`config.mk`:
```
export PLATFORM = sky130hd
export DESIGN_NAME = uart_tx_top
export DESIGN_NICKNAME = d
export VERILOG_FILES = /design/src/rtl/uart_tx_top.sv
export SDC_FILE = /design/constraint.sdc
export NUM_CORES = 1
export LEC_CHECK = 0
export BUFFER_PORTS_ARGS = -buffer_cell sky130_fd_sc_hd__buf_2
export CORE_ASPECT_RATIO = 1.4
export CORE_MARGIN = 3
export CORE_UTILIZATION = 55
export CTS_CLUSTER_DIAMETER = 30
export CTS_CLUSTER_SIZE = 40
export DETAILED_ROUTE_END_ITERATION = 7
export PLACE_DENSITY = 0.76
export SETUP_SLACK_MARGIN = 0.4
export SYNTH_ARGS = -nofsm -noshare
export SYNTH_HDL_FRONTEND = slang
export SYNTH_SLANG_ARGS = --single-unit
```
`constraint.sdc`:
```
create_clock -name clk -period 4.7 [get_ports clk]
set_input_delay 0.47 -clock clk [delete_from_list [all_inputs] [get_ports clk]]
set_output_delay 0.47 -clock clk [all_outputs]
set_load 0.03 [all_outputs]
```
`src/rtl/uart_tx_top.sv`:
```
// UART transmitter: start bit, DATA_WIDTH data bits (LSB first), optional
// parity bit, one stop bit. Each bit lasts prescale clk cycles (0 -> 2^PRESCALE_WIDTH).
//
// Handshake: a request is data_valid=1 sampled on a clk edge while busy=0.
// On that edge p_data and the frame settings are latched, busy rises and the
// start bit appears on tx_out. While busy=1, data_valid is ignored and is not
// queued. busy falls on the edge that ends the stop bit.
module uart_tx_top #(
  parameter int DATA_WIDTH     = 8,
  parameter int PRESCALE_WIDTH = 5
) (
  input  logic                      clk,
  input  logic                      rst,
  input  logic [DATA_WIDTH-1:0]     p_data,
  input  logic                      data_valid,
  input  logic                      par_en,
  input  logic                      par_typ,
  input  logic [PRESCALE_WIDTH-1:0] prescale,
  output logic                      tx_out,
  output logic                      busy
);

  localparam int IDX_W = (DATA_WIDTH > 1) ? $clog2(DATA_WIDTH) : 1;

  localparam logic [2:0] IDLE   = 3'd0;
  localparam logic [2:0] START  = 3'd1;
  localparam logic [2:0] DATA   = 3'd2;
  localparam logic [2:0] PARITY = 3'd3;
  localparam logic [2:0] STOP   = 3'd4;

  logic [2:0]                state;
  logic [DATA_WIDTH-1:0]     data_r;
  logic                      par_en_r;
  logic                      par_typ_r;
  logic [PRESCALE_WIDTH-1:0] prescale_r;
  logic [PRESCALE_WIDTH-1:0] timer;
  logic [IDX_W-1:0]          bit_idx;

  logic [PRESCALE_WIDTH-1:0] last_tick;
  logic [IDX_W-1:0]          next_idx;
  logic                      bit_end;
  logic                      last_data_bit;
  logic                      parity_bit;

  // Bit boundary: the timer wraps modulo 2^PRESCALE_WIDTH, so prescale=0
  // makes last_tick all-ones and the bit lasts the full counter range.
  assign last_tick     = prescale_r - {{(PRESCALE_WIDTH-1){1'b0}}, 1'b1};
  assign bit_end       = (timer == last_tick);
  assign next_idx      = bit_idx + {{(IDX_W-1){1'b0}}, 1'b1};
  assign last_data_bit = (bit_idx == IDX_W'(DATA_WIDTH - 1));
  assign parity_bit    = (^data_r) ^ par_typ_r;

  // Frame sequencer; tx_out and busy are registered so the line never glitches.
  always_ff @(posedge clk) begin
    if (rst) begin
      state      <= IDLE;
      tx_out     <= 1'b1;
      busy       <= 1'b0;
      data_r     <= '0;
      par_en_r   <= 1'b0;
      par_typ_r  <= 1'b0;
      prescale_r <= '0;
      timer      <= '0;
      bit_idx    <= '0;
    end else begin
      if (state != IDLE) begin
        timer <= bit_end ? '0 : timer + {{(PRESCALE_WIDTH-1){1'b0}}, 1'b1};
      end
      case (state)
        IDLE: begin
          tx_out <= 1'b1;
          busy   <= 1'b0;
          if (data_valid) begin
            data_r     <= p_data;
            par_en_r   <= par_en;
            par_typ_r  <= par_typ;
            prescale_r <= prescale;
            timer      <= '0;
            bit_idx    <= '0;
            state      <= START;
            tx_out     <= 1'b0;
            busy       <= 1'b1;
          end
        end
        START: begin
          if (bit_end) begin
            state   <= DATA;
            bit_idx <= '0;
            tx_out  <= data_r[0];
          end
        end
        DATA: begin
          if (bit_end) begin
            if (last_data_bit) begin
              if (par_en_r) begin
                state  <= PARITY;
                tx_out <= parity_bit;
              end else begin
                state  <= STOP;
                tx_out <= 1'b1;
              end
            end else begin
              bit_idx <= next_idx;
              tx_out  <= data_r[next_idx];
            end
          end
        end
        PARITY: begin
          if (bit_end) begin
            state  <= STOP;
            tx_out <= 1'b1;
          end
        end
        STOP: begin
          if (bit_end) begin
            state  <= IDLE;
            busy   <= 1'b0;
            tx_out <= 1'b1;
          end
        end
        default: begin
          state  <= IDLE;
          tx_out <= 1'b1;
          busy   <= 1'b0;
        end
      endcase
    end
  end

endmodule

```
==> impl_metrics.tcl, run 1 <==
set metrics [dict create \
    drive_gt1_share_pct 15.4 \
    drt_first_pass_iters 4 \
    power_frac_comb_pct 19.8 \
    ys_warn_count 0 \
    clock.fmax_mhz 437 \
    worstSetupPathType "flop to flop" \
    syn_avg_cell_area_um2 8.38 \
    die_y_um 68.6 \
    cts_buffer_depth 2 \
    via_count 1308 \
    hpwl_um 2280 \
    crit_path_end_kind "flop" \
    rrSetupSlack_ns 2.41 \
    ys_seq_elements 28 \
    rows 22 \
    fill_cells 257 \
    final_cells 231 \
    io_pins 20 \
    rsz0062_at_grt "false" \
    crit_fanout 13 \
    synth.distinct_cells 43 \
    internal_power_w 0.000342 \
    clkPwrFrac_pct 24.8 \
    ys.flop_type "dfxtp_1" \
    clk_pin_slew_ns 0.15 \
    worstPathCellList "inv_1 -> ha_1 -> xnor2_1 -> a211oi_2 -> o211ai_2 -> a211oi_2 -> mux2_1" \
    coreArea_um2 2640 \
    synth_cells 184 \
    start_kind "flop" \
    die_w_um 50.7 \
    syn_to_final_growth_pct 7.63 \
    most-common-layout-cells "nand2_1, dfxtp_1, a21oi_1" \
    grt_max_degree 33 \
    status "finished, final reports clean" \
    syn_nets 206 \
    cts-root-buf "clkbuf_4" \
    crit_slowest_cell "a211oi_2" \
    seqPwrFrac_pct 55.4 \
    power.total_w 0.000475 \
    required_ns 4.94 \
    grt_overflow 0 \
    worst_slew_pin_slew_ns 0.557 \
    power_switching_w 0.000133 \
    first_global_vias 1231 \
    cp_common_cell "a211oi_2" \
    skew_ns 0.00871 \
    drc 0 \
    antenna_found_initial 0 \
    cts_setup_buffers 0 \
    syn_area_um2 1540 \
    fin_crit_sh_pct 48.7 \
    setup_viol 0 \
    drt_iter0_drc 42 \
    layout_commonest_cell "nand2_1" \
    avgViaCountPerCell 5.66 \
    maxCapViolCount 0 \
    clock_latency_ns 0.33 \
    synthArstFlopShare_pct 0 \
    fin_tns_setup_ns 0 \
    p_leak_nw 0.637 \
    antenna_left 0 \
    cts_resized 0 \
    cts_hold_buffers 0 \
    path_delay_family "compound AO/OA/AOI/OAI gates" \
    max_stage_delay_ns 0.43 \
    wl_um 3150 \
    grt_pass1_wl_um 5250 \
    hp-class "input pin to flop" \
    synth_edf_count 0 \
    fin_nets 218 \
    io_buffers 19 \
    critPathBufInv 1 \
    grt.total_usage_pct 19.6 \
    min_period_ns 2.29 \
    cts_max_level 1 \
    ys_seq_area_share_pct 36.4 \
    diodes 0 \
    slew_headroom_pct 62.9 \
    cts_tree "yes" \
    ir_drop_v 0.000150 \
    dp.cells 227 \
    final_hold_viol_count 0 \
    gp_congestion 0.782 \
    start_util_pct 58.3 \
    cts_buffers 3 \
    dieArea_um2 3480 \
    wl_per_cell_um 13.6 \
    swShare_pct 28.0 \
    power_density_nw_per_um2 286 \
    cts_sinks 28 \
    cp.arrival_ns 2.53 \
    slew_viol_final 0 \
]
==> metrics by stage <==
stage	setup WS (ns)	util, %	hold slack (ns)	instance area, µm²
2_1_floorplan	2.73	-	0.448	1540
3_3_place_gp	2.51	61.4	0.460	1620
3_5_place_dp	2.40	61.4	0.463	1620
4_1_cts	2.38	62.8	0.355	1660
5_1_grt	2.25	62.8	0.360	1660
6_report	2.41	62.8	0.354	1660
==> final timing paths <==
path | startpoint | end | cells after the start
setup / recovery | prescale_r[0]$_SDFFE_PP0P_ | bit_idx[0]$_SDFFE_PP0P_ | 7
setup reg to reg | prescale_r[0]$_SDFFE_PP0P_ | bit_idx[0]$_SDFFE_PP0P_ | 7
hold reg to reg | par_typ_r$_SDFFE_PP0P_ | par_typ_r$_SDFFE_PP0P_ | 2
hold / removal | p_data[0] | data_r[0]$_SDFFE_PP0P_ | 3
==> worst min-delay path, stage by stage <==
cell	delay [ns]
buf_2	0.09
nand2_1	0.04
a21oi_1	0.05
==> power groups by stage <==
| stage | clock [W] | combinational [W] | sequential [W] |
|---|---|---|---|
| after floorplan | 0 | 0.0000753 | 0.000266 |
| after global placement | 0 | 0.0000912 | 0.000267 |
| after detailed placement | 0 | 0.0000946 | 0.000268 |
| after CTS | 0.000121 | 0.0000950 | 0.000263 |
| after global routing | 0.000127 | 0.000106 | 0.000265 |
| final | 0.000118 | 0.0000941 | 0.000263 |
==> sequential cells by signal, summed over array words and instances (netlist names) <==
signal,count
data_r,8
bit_idx,3
tx_out,1
par_typ_r,1
busy,1
timer,5
state,3
par_en_r,1
prescale_r,5
==> cell families after synthesis <==
family | Yosys count | synth area share, %
xor+xnor | 15 | 9.41
compound gates | 41 | 18.3
mux | 5 | 4.95
flops | 28 | 36.4
fa+ha+maj | 4 | 3.25
simple gates | 74 | 22.7
buf+inv | 17 | 5.03
==> routing by layer <==
| metal | vias to the layer above | GRT usage (%) | part of all wire [%] |
|---|---|---|---|
| li1 | 668 | - | - |
| met1 | 613 | 22.1 | 43 |
| met2 | 21 | 37.9 | 53 |
| met3 | 6 | 2.37 | 2.7 |
| met4 | 0 | 6.73 | 1.5 |
| met5 | - | 0 | 0 |
==> cells in the mapped netlist, types with 2 or more instances <==
cell type,count,area (µm²)
mux2i_1,2,20.0
o21ai_0,3,15.0
or3_1,2,12.5
mux4_2,2,45.0
xor2_1,4,35.0
a21oi_1,20,100
a211oi_2,2,25.0
nand2_1,36,135
nand2b_1,2,12.5
buf_2,5,25.0
nand4b_1,4,35.0
clkbuf_1,5,18.8
nand3b_1,2,15.0
dfxtp_1,28,561
nor2_1,13,48.8
inv_1,5,18.8
nor3_1,3,15.0
xnor2_1,10,87.6
ha_1,4,50.1
a311oi_1,2,17.5
nand4_1,3,18.8
o211ai_1,2,15.0
nor2b_1,3,18.8
nand3_1,3,15.0
==> final cells by class <==
| class | count | area [µm²] | share of cell area [%] |
|---|---|---|---|
| flip-flops and latches | 28 | 561 | 33.8 |
| repair buffers | 19 | 95.1 | 5.73 |
| well taps | 36 | 45.0 | 2.71 |
| inverters | 5 | 18.8 | 1.13 |
| clock buffers | 4 | 36.3 | 2.19 |
| multi-input cells | 139 | 903 | 54.4 |
Power figures use the tool's default switching activity.
==> run 2, diff against run 1 <==
--- a/config.mk
+++ b/config.mk
@@ -5,14 +5,15 @@
 export SDC_FILE = /design/constraint.sdc
 export NUM_CORES = 1
 export LEC_CHECK = 0
+export ABC_AREA = 1
 export BUFFER_PORTS_ARGS = -buffer_cell sky130_fd_sc_hd__buf_2
 export CORE_ASPECT_RATIO = 1.4
 export CORE_MARGIN = 3
-export CORE_UTILIZATION = 55
+export CORE_UTILIZATION = 52
 export CTS_CLUSTER_DIAMETER = 30
 export CTS_CLUSTER_SIZE = 40
 export DETAILED_ROUTE_END_ITERATION = 7
-export PLACE_DENSITY = 0.76
+export PLACE_DENSITY = 0.75
 export SETUP_SLACK_MARGIN = 0.4
 export SYNTH_ARGS = -nofsm -noshare
 export SYNTH_HDL_FRONTEND = slang
==> constraint.sdc (replaced) <==
create_clock -name clk -period 1.88 [get_ports clk]
set_input_delay 0.188 -clock clk [delete_from_list [all_inputs] [get_ports clk]]
set_output_delay 0.188 -clock clk [all_outputs]
set_load 0.03 [all_outputs]
==> run 2 against run 1 <==
Effect of this change:
- register-to-register slack got worse by 2.1 ns
- clock power rose to 2.8 times the previous value
- fmax grew 47%
- critical path type unchanged
==> impl_metrics.tcl, run 2 <==
set metrics [dict create \
    maxCapViolCount 0 \
    antenna_left 0 \
    synth_edf_count 0 \
    slew_headroom_pct 60.2 \
    layout_commonest_cell "nand2_1" \
    critPathBufInv 2 \
    cts_tree "yes" \
    ys.flop_type "dfxtp_1" \
    grt_overflow 0 \
    synth_area_leaders "dfxtp_1, nand2_1, a21oi_1, inv_1, o21ai_0" \
    required_ns 2.05 \
    cts_sinks 28 \
    worstPathCellList "inv_2 -> ha_4 -> inv_2 -> nand2_2 -> nand2_2 -> nor2_4 -> nand2_2 -> nor2_4 -> nand2_4 -> nand2_4 -> nand2_4 -> a21oi_2 -> nor2_1" \
    most-common-layout-cells "nand2_1, inv_1, a21oi_1, dfxtp_1, o21ai_0" \
    setup_viol 0 \
    clock_latency_ns 0.27 \
    rsz0062_at_grt "true" \
    io_buffers 19 \
    wl_per_cell_um 11.9 \
    crit_slowest_cell "dfxtp_2" \
    ys_seq_elements 28 \
    wl_um 3720 \
    drt_first_pass_iters 4 \
    hpwl_um 2820 \
    rows 24 \
    avgViaCountPerCell 5.16 \
    syn_avg_cell_area_um2 6.82 \
    grt_pass1_wl_um 5930 \
    drt_iter0_drc 32 \
    grt.total_usage_pct 20.0 \
    power_density_nw_per_um2 1490 \
    synth_cells 250 \
    cts_max_level 1 \
    die_y_um 73.7 \
    grt_max_degree 22 \
    clock.fmax_mhz 641 \
    max_stage_delay_ns 0.35 \
    cts_buffers 3 \
    die_w_um 54.4 \
    hold_end "bit_idx[2]$_SDFFE_PP0P_" \
    synth_common_cells "nand2_1, inv_1, dfxtp_1" \
    fin_crit_sh_pct 83.0 \
    fin_tns_setup_ns 0 \
    io_pins 20 \
    start_kind "flop" \
    final_core_util_pct 64.1 \
    fin_nets 299 \
    diodes 0 \
    syn_to_final_growth_pct 17.5 \
    path_delay_family "simple AND/OR/NAND/NOR gates" \
    cts-root-buf "clkbuf_8" \
    final_hold_viol_count 0 \
    rrSetupSlack_ns 0.32 \
    p_leak_nw 0.919 \
    synth.distinct_cells 25 \
    dieArea_um2 4010 \
    fill_cells 323 \
    r2r_cells 13 \
    largest_reg_flops 8 \
    ys_warn_count 0 \
    cts_hold_buffers 0 \
    yosys.area.top_type "dfxtp_1" \
    ys_seq_area_share_pct 32.9 \
    min_period_ns 1.56 \
    crit_path_end_kind "flop" \
    drc 0 \
    crit_fanout 5 \
    ir_drop_v 0.00101 \
    holdPathStages 2 \
    coreArea_um2 3120 \
    first_global_vias 1483 \
    syn_nets 272 \
    drive_gt1_share_pct 29.5 \
    min_from "rst" \
    gp_congestion 0.930 \
    cts_buffer_depth 2 \
    via_count 1621 \
    hold_ws_ns 0.169 \
    synth.top_cell.area_share_pct 32.9 \
    r2r-start "prescale_r[0]$_SDFFE_PP0P_" \
    syn_area_um2 1700 \
    hp-class "input pin to flop" \
    synthArstFlopShare_pct 0 \
    slew_viol_final 0 \
    clk_pin_slew_ns 0.09 \
    worst_slew_pin_slew_ns 0.596 \
    r2r_end "bit_idx[0]$_SDFFE_PP0P_" \
    status "finished, final reports clean" \
    cp.arrival_ns 1.74 \
    start_util_pct 54.6 \
    yosysMostFrequentCell "nand2_1" \
    antenna_found_initial 0 \
    largestRegisters "data_r: 8 flops, prescale_r: 5 flops, timer: 5 flops" \
    top_register "data_r" \
    worstSetupPathType "flop to flop" \
    skew_ns 0.00244 \
]
run 2: changes by cell type after synthesis, sizes merged, moves of 9 or more:
cell / before / now
nand3: 3 / 20
nand2: 36 / 71
inv: 5 / 41
xnor2: 10 / 1
o21ai: 3 / 20
nor2: 13 / 23
run 2: layout make-up:
type | instances | area, µm² | share of cell area, %
clock buffers | 3 | 41.3 | 2.06
inverters | 41 | 161 | 8.06
multi-input cells | 176 | 1020 | 50.7
flip-flops and latches | 28 | 564 | 28.2
well taps | 39 | 48.8 | 2.44
repair buffers | 27 | 171 | 8.56
run 2: per-stage QoR:
step,worst slack [ns],cells,power (W),cell area [µm²]
global placement,0.345,304,0.00247,1850
CTS,0.345,312,0.00294,1950
finish,0.319,314,0.00298,2000
floorplan,0.403,250,0.00218,1720
detailed placement,0.303,304,0.00251,1850
global route,0.210,314,0.00325,2000
run 2: where the power goes:
| part | leakage (nW) | switching, W | internal, W |
|---|---|---|---|
| Clock | 0.0216 | 0.000181 | 0.000144 |
| Sequential | 0.231 | 0.000136 | 0.000755 |
| Combinational | 0.667 | 0.00110 | 0.000670 |
run 2: cell families (layout without fill, tap and decap cells):
| family | Yosys count | in the layout | synth area share [%] |
|---|---|---|---|
| AND/OR/NAND/NOR | 118 | 118 | 35.2 |
| AO/OA/AOI/OAI | 49 | 49 | 15.0 |
| buffers and inverters | 46 | 71 | 11.5 |
| flip-flops | 28 | 28 | 32.9 |
| XOR/XNOR | 5 | 5 | 2.57 |
| adder cells (fa/ha/maj) | 4 | 4 | 2.94 |
run 2: how the worst max path moves through the flow:
stage	slack (ns)	from	cells after the start	end
after CTS	0.35	prescale_r[1]$_SDFFE_PP0P_	13	bit_idx[0]$_SDFFE_PP0P_
after global routing	0.21	prescale_r[0]$_SDFFE_PP0P_	14	bit_idx[0]$_SDFFE_PP0P_
after global placement	0.34	prescale_r[0]$_SDFFE_PP0P_	14	bit_idx[0]$_SDFFE_PP0P_
final	0.32	prescale_r[0]$_SDFFE_PP0P_	13	bit_idx[0]$_SDFFE_PP0P_
after detailed placement	0.30	prescale_r[0]$_SDFFE_PP0P_	13	bit_idx[0]$_SDFFE_PP0P_
after floorplan	0.40	prescale_r[0]$_SDFFE_PP0P_	13	bit_idx[0]$_SDFFE_PP0P_
run 2: worst register-to-register path, cell delays in order (launching register included):
cell and delay, ns:
dfxtp_2 0.35, inv_2 0.05, ha_4 0.26, inv_2 0.03, nand2_2 0.06, nand2_2 0.06
nor2_4 0.07, nand2_2 0.06, nor2_4 0.11, nand2_4 0.10, nand2_4 0.09, nand2_4 0.07
a21oi_2 0.11, nor2_1 0.05
run 2: metal layers:
metal / global-route usage (%) / vias up / routed length (µm)
met2: 39.0 / 31 / 2110
li1: - / 849 / -
met4: 7.20 / 0 / 51
met5: 0 / - / 0
met1: 20.3 / 736 / 1450
met3: 2.43 / 5 / 104
run 2: repair_timing:
item                                    in CTS  in global routing
pin swaps                                    7                  4
gates resized for setup                      9                  9
endpoints found under the setup margin      20                 17
buffers inserted                             5                  2
